==> config.mk <==
export PLATFORM = sky130hd
export DESIGN_NAME = ddr2_port_arb
export DESIGN_NICKNAME = d
export VERILOG_FILES = /design/src/rtl/ddr2_port_arb.sv
export SDC_FILE = /design/constraint.sdc
export NUM_CORES = 1
export LEC_CHECK = 0
export ABC_CLOCK_PERIOD_IN_PS = 2250
export CAP_MARGIN = 20
export CELL_PAD_IN_SITES_DETAIL_PLACEMENT = 0
export CELL_PAD_IN_SITES_GLOBAL_PLACEMENT = 1
export CORE_ASPECT_RATIO = 2
export CORE_MARGIN = 10
export CORE_UTILIZATION = 25
export CTS_CLUSTER_SIZE = 20
export DETAILED_ROUTE_END_ITERATION = 16
export MAX_ROUTING_LAYER = met4
export PLACE_DENSITY_LB_ADDON = 0.1
export SYNTH_ARGS = -nofsm -noshare
export SYNTH_HDL_FRONTEND = slang
export SYNTH_SLANG_ARGS = --single-unit
==> constraint.sdc <==
create_clock -name mem_clk0 -period 2.25 [get_ports mem_clk0]
set_input_delay 0.45 -clock mem_clk0 [delete_from_list [all_inputs] [get_ports mem_clk0]]
set_output_delay 0.45 -clock mem_clk0 [all_outputs]
set_load 0.01 [all_outputs]
==> src/rtl/ddr2_port_arb.sv <==
// Two-requester arbiter for the single ddr2_mgr command port: the display read path
// has priority, a read-streak limit guarantees write progress, and a watchdog recovers stalls.
module ddr2_port_arb #(
  parameter int ADDR_W       = 25,
  parameter int LEN_W        = 10,
  parameter int RD_BURST_MAX = 4,
  parameter int TIMEOUT      = 4096
) (
  input  logic              mem_clk0,
  input  logic              mem_rst_n,
  input  logic              rd_mem_req,
  input  logic [ADDR_W-1:0] rd_mem_addr,
  input  logic [LEN_W-1:0]  rd_xfr_len,
  output logic              rd_mem_grant,
  input  logic              wr_mem_req,
  input  logic [ADDR_W-1:0] wr_mem_addr,
  input  logic [LEN_W-1:0]  wr_xfr_len,
  output logic              wr_mem_grant,
  output logic              mgr_req,
  output logic              mgr_rnw,
  output logic [ADDR_W-1:0] mgr_addr,
  output logic [LEN_W-1:0]  mgr_xfr_len,
  input  logic              mgr_grant,
  input  logic              mgr_done,
  output logic              busy,
  output logic              timeout_err
);
  localparam int STRK_W = $clog2(RD_BURST_MAX + 1);
  localparam int TMR_W  = (TIMEOUT > 1) ? $clog2(TIMEOUT) : 1;

  typedef enum logic [1:0] {IDLE, REQ, XFR} state_t;

  state_t            state_q, state_d;
  logic [STRK_W-1:0] streak_q, streak_d;
  logic [TMR_W-1:0]  timer_q, timer_d;
  logic              rnw_q, rnw_d;
  logic [ADDR_W-1:0] addr_q, addr_d;
  logic [LEN_W-1:0]  len_q, len_d;
  logic              err_q, err_d;

  logic tmo, sel_wr, own_grant, any_req;

  assign any_req   = rd_mem_req | wr_mem_req;
  assign tmo       = (timer_q == TMR_W'(TIMEOUT - 1));
  assign sel_wr    = wr_mem_req & (~rd_mem_req | (streak_q >= STRK_W'(RD_BURST_MAX)));
  // The watchdog beats a grant arriving on the expiry cycle in REQ.
  assign own_grant = (state_q == REQ) & mgr_grant & ~tmo;

  always_ff @(posedge mem_clk0) begin
    if (!mem_rst_n) begin
      state_q  <= IDLE;
      streak_q <= '0;
      timer_q  <= '0;
      rnw_q    <= 1'b1;
      addr_q   <= '0;
      len_q    <= '0;
      err_q    <= 1'b0;
    end else begin
      state_q  <= state_d;
      streak_q <= streak_d;
      timer_q  <= timer_d;
      rnw_q    <= rnw_d;
      addr_q   <= addr_d;
      len_q    <= len_d;
      err_q    <= err_d;
    end
  end

  always_comb begin
    state_d = state_q;
    case (state_q)
      IDLE:    if (any_req) state_d = REQ;
      REQ:     if (tmo) state_d = IDLE;
               else if (mgr_grant) state_d = XFR;
      XFR:     if (mgr_done || tmo) state_d = IDLE;
      default: state_d = IDLE;
    endcase
  end

  always_comb begin
    timer_d  = '0;
    streak_d = streak_q;
    rnw_d    = rnw_q;
    addr_d   = addr_q;
    len_d    = len_q;
    err_d    = err_q;
    case (state_q)
      IDLE: begin
        if (any_req) begin
          rnw_d  = ~sel_wr;
          addr_d = sel_wr ? wr_mem_addr : rd_mem_addr;
          len_d  = sel_wr ? wr_xfr_len  : rd_xfr_len;
        end
      end
      REQ: begin
        timer_d = own_grant ? '0 : timer_q + 1'b1;
        if (tmo) err_d = 1'b1;
      end
      XFR: begin
        timer_d = timer_q + 1'b1;
        if (tmo && !mgr_done) err_d = 1'b1;
      end
      default: ;
    endcase
    if (own_grant) begin
      if (rnw_q && wr_mem_req)
        streak_d = (streak_q == STRK_W'(RD_BURST_MAX)) ? streak_q : streak_q + 1'b1;
      else
        streak_d = '0;
    end
  end

  always_comb begin
    mgr_req      = (state_q == REQ);
    busy         = (state_q != IDLE);
    rd_mem_grant = own_grant & rnw_q;
    wr_mem_grant = own_grant & ~rnw_q;
    mgr_rnw      = rnw_q;
    mgr_addr     = addr_q;
    mgr_xfr_len  = len_q;
    timeout_err  = err_q;
  end
endmodule

======== Word-level counts from Yosys, hierarchy flattened ========
Index checks and enable logic that the tools add are counted.
word-level totals
  bits in registers ....................... 54
  output and inout port bits .............. 41
cells by class
  $add $sub $neg .......................... 2
  reduce and logical (&&, ||, !) cells .... 11
  muxes and demuxes ....................... 14
  magnitude comparators ................... 1
  equality and inequality tests ........... 10
  bitwise gates (word level) .............. 11
operators by type and width
  kind                   count
  $mux 25                1
  $pmux 12 s2            1
  $add 12x1->12 const B  1
  $eq 12x12->1 const B   1
  $mux 12                1
  $mux 10                1
  $mux 2                 4
  $ne 2x2->1 const B     4
  $mux 3                 2
  $pmux 2 s3             1
  $reduce_and 3->1       2
  $and 1x1->1            5
  $not 1->1              4
  $reduce_and 2->1       2
  $reduce_bool 2->1      2
  $add 3x1->3 const B    1
  $eq 3x3->1 const B     1
  $ge 3x3->1 const B     1
  $ne 3x1->1 const B     1
  $eq 2x1->1 const B     1
  $eq 2x2->1 const B     1
  $logic_and 1x1->1      2
  $logic_not 2->1        1
  $mux 1                 2
  5 further kinds        6

======== Logic depth before layout (Yosys ltp) ========
  depth after elaboration ................. 5
  depth in mapped cells ................... 7
  gate-level depth less buffers ........... 6

======== Least setup slack after synthesis ========
Ideal clock, no wire load.
  path kind ............................... reg2out
  start point ............................. register timer_q[0]
  end point ............................... output port rd_mem_grant
  cell stages (with the launch flop) ...... 6
  data arrival time ....................... 1.509 ns
  path buffers ............................ 1
  slack ................................... 0.291 ns
  path through ............................ dfxtp_1 -> ha_1 -> nand3_2 -> or4_4 -> buf_6 -> and3_2
on the way
  word-level cells in the longest chain between the ends .. 4
RTL lines
  element                   RTL line  RTL
  start: declaration        35        logic [TMR_W-1:0] timer_q, timer_d;
  start signal: assignment  61        timer_q <= timer_d;
  $eq 12x12->1              44        assign tmo = (timer_q == TMR_W'(TIMEOUT - 1));
  $not 1->1                 47        assign own_grant = (state_q == REQ) & mgr_grant & ~tmo;
  $and 1x1->1               47
  $and 1x1->1               116       rd_mem_grant = own_grant & rnw_q;
  end: declaration          14        output logic rd_mem_grant,
Every way passes these cells.

======== Worst setup path after layout ========
Ends and elaborated chain as after synthesis.

==> flow_summary.yaml <==
die:
  initial_cell_density_of_the_core_pct: 25.7
  row_count: 51
  die_w_um: 91.0
  io_pins: 117
  die_extent_in_y_um: 162
  core_region_area_mm2: 0.00983
  fp.dieArea_mm2: 0.0148
place:
  hpwl_um: 6770
  total_placed_cells_including_tap_cells: 520
  post_place_cell_area_mm2: 0.00395
  io_buffers: 116
  gpl.final_weighted_congestion: 0.780
synthesis:
  synthDistinctLibCells: 40
  ys_seq_area_share_pct: 42.8
  postSynthNetCount: 354
  synth_compound_gate_area_share_pct: 16.6
  yosysMostFrequentCell: "dfxtp_1"
  yosys_warnings: 0
  synth_ff_type: "dfxtp_1"
  synth_top_area_share_pct: 42.8
  synth_top_family_by_area: "compound AO/OA/AOI/OAI gates"
  synth_area_leaders: "dfxtp_1 43%, mux2i_1 14%, a211oi_1 10%, nor2_1 7.6%, ha_1 3.0%"
  ys_async_sr_fraction_pct: 0
  mappedNetlistArea_mm2: 0.00252
  synth_mux_area_share_pct: 13.9
  avgSynthCellArea_um2: 9.28
  synth-seq-cells: 54
  synth_xor_area_share_pct: 3.47
  synthSimpleGateAreaFrac_pct: 14.7
  synth_common_cells: "54 x dfxtp_1, 51 x nor2_1, 35 x a211oi_1, 35 x mux2i_1"
  syn-instance-count: 272
  number_of_synthesized_flops_with_an_enable_pin: 0
  synth.largest_area_cell: "dfxtp_1"
  synth_adder_area_share_pct: 2.97
detailed_routing:
  wl_per_cell_um: 15.8
  antenna_violating_nets_post_route: 0
  post_drt_via_cell_ratio: 4.45
  postRouteWirelength_um: 8360
  detailedRoute.firstPassIterationCount: 4
  detail_route.drc_violations: 0
  drt_iter0_drc: 83
  vias: 2348
layout:
  postLayoutCoreUtil_pct: 42.2
  fillerInstances: 1037
  design_area_mm2: 0.00415
  area_taken_by_multi_input_logic_gates_mm2: 0.00135
  area_taken_by_flip_flops_and_latches_mm2: 0.00108
  fin_nets: 477
  layout-drive-gt1-share_pct: 10.4
  stdcell_count: 528
  areaGrowthSynthToFinish_pct: 64.4
  num_antenna_cells: 0
sta:
  fmax_mhz: 458
  max-slew-margin-rel_pct: 76.8
  finalWorstPathRequiredPeriod_ns: 2.18
  final-max-slew-violation-count: 0
  timing.clock.skew_ns: 0.00765
  setup-violations-final: 0
  setup_tns_ns: 0
  worst_max_slew_pin_slew_ns: 0.348
  hold_violations: 0
  grt_setup_unrepaired: "false"
  final_worst_path_cycle_share_pct: 97.1
clock_network:
  tritoncts: "done"
  cts.hold.buffers_added: 0
  worstSkewPairLatency_ns: 0.30
  htree_levels: 2
  clock_tree.buffer_depth: 2
  cts_made_buffers: 5
  clk_pin_slew_worst_setup_hold_paths_ns: 0.07
  clock_sinks: 54
  clock_tree.root_cell: "clkbuf_16"
min_path:
  min_delay_path_depth: 2
  worstHoldStart: "mgr_addr[16]$_SDFFE_PN0P_"
  hold_class: "reg -> reg"
setup_path:
  critPathLaunchType: "register"
  rrSetupSlack_ns: 0.48
  crit_required_ns: 1.80
  path_max_fanout: 2
  worst-setup-path-type: "reg -> out"
  worst_setup_end_kind: "primary output"
  worstSetupEndpoint: "rd_mem_grant"
  crit-reg2reg-capture: "timer_q[11]$_SDFF_PN0_"
  cp-startpoint: "timer_q[0]$_SDFF_PN0_"
  depth_of_the_worst_register_to_register_path: 6
  timing.rr.start: "timer_q[0]$_SDFF_PN0_"
  critPathArrivalTime_ns: 1.73
power:
  leakage_nw: 1.68
  internal_power_mw: 2.55
  power_density_mw_per_mm2: 912
  design_power_total_mw: 3.78
  ir_worst_vdd_v: 0.000407
  power_frac_comb_pct: 42.0
  power.switching_mw: 1.23
  sw_frac_of_total_pct: 32.6
  sequentialPowerShare_pct: 34.4
  clkPwrFrac_pct: 23.6
flow_run:
  drv.max_cap_violation_count: 0
global_routing:
  grt_start_max_net_pins: 40
  global_route_wire_length_before_repair_um: 12800
  overall_routing_resource_usage_pct: 11.4
  antenna_violations_before_repair: 0
  via_count_of_the_first_global_routing_pass: 2405
  grt_remaining_overflow: 0
outcome:
  status: "completed"
==> metal layers <==
layer  vias up  part of all wire (%)  GRT usage [%]
met5         -                     0              -
met4         0                   2.4           4.87
met2        61                    58           21.2
met3        10                   3.6           2.54
li1       1215                     -              -
met1      1062                    36           10.8
==> power by group through the flow <==
stage	clock [mW]	sequential, mW	combinational, mW
finish	0.893	1.30	1.59
global route	0.961	1.33	1.77
CTS	0.925	1.30	1.63
detailed placement	0	1.32	1.63
global placement	0	1.31	1.63
floorplan	0	1.41	0.654
==> final cells by class <==
cell class | count | area share [%]
Sequential cell | 54 | 26.1
Multi-Input combinational cell | 186 | 32.4
Timing Repair Buffer | 135 | 32.2
Tap cell | 132 | 3.98
Clock buffer | 5 | 3.02
Inverter | 13 | 1.18
Clock inverter | 3 | 1.06
==> worst min path at each step <==
stage,endpoint,slack (ns)
CTS,mgr_addr[17]$_SDFFE_PN0P_,0.50
floorplan,timer_q[0]$_SDFF_PN0_,0.43
global route,mgr_addr[0]$_SDFFE_PN0P_,0.52
detailed placement,mgr_addr[17]$_SDFFE_PN0P_,0.49
global placement,mgr_xfr_len[4]$_SDFFE_PN0P_,0.49
finish,mgr_addr[16]$_SDFFE_PN0P_,0.50
==> logic make-up (layout without fill, tap and decap cells) <==
| kind of cell | count (synthesis) | in the layout |
|---|---|---|
| compound gates | 55 | 55 |
| xor+xnor | 10 | 10 |
| fa+ha+maj | 6 | 6 |
| buf+inv | 32 | 156 |
| flops | 54 | 54 |
| mux | 35 | 35 |
| simple gates | 80 | 80 |
==> timing repair <==
action / in CTS / in global routing
cloned: 0 / 0
pin swaps: 0 / 1
resized for setup: 9 / 3
hold endpoints to repair: 0 / 0
endpoints found under the setup margin: 2 / 2
setup buffers: 0 / 0
==> registers in the layout, indices dropped and copies added (netlist names) <==
name / cells
mgr_rnw: 1
state_q: 2
mgr_xfr_len: 10
timer_q: 12
timeout_err: 1
streak_q: 3
mgr_addr: 25
==> cells in the final DEF (no fill, tap or decap), drive strengths merged, types with 2 or more instances in the layout <==
master,netlist,routed
a211oi,35,35
a31oi,2,2
a41oi,2,2
and3,3,3
buf,6,20
clkbuf,13,5
clkdlybuf4s50,0,114
dfxtp,54,54
ha,6,6
inv,13,14
mux2i,35,35
nand2,4,4
nand3,6,6
nand4,3,3
nor2,52,52
nor2b,2,2
nor3,5,5
o211ai,2,2
o21ai,3,3
xnor2,8,8
xor2,2,2
==> metrics by stage <==
step / worst slack, ns / hold WS (ns)
6_report: 0.0651 / 0.496
5_1_grt: 0.0147 / 0.516
4_1_cts: 0.0150 / 0.500
3_5_place_dp: -0.00394 / 0.490
3_3_place_gp: 0.00974 / 0.486
2_1_floorplan: 0.291 / 0.430
==> worst max-delay path, cell delays in order (launching register included) <==
cell and delay [ns]:
dfxtp_2 0.35, ha_4 0.14, nand3_2 0.08, or4_4 0.52, and3_2 0.20, buf_2 0.13
Power figures use the tool's default switching activity.
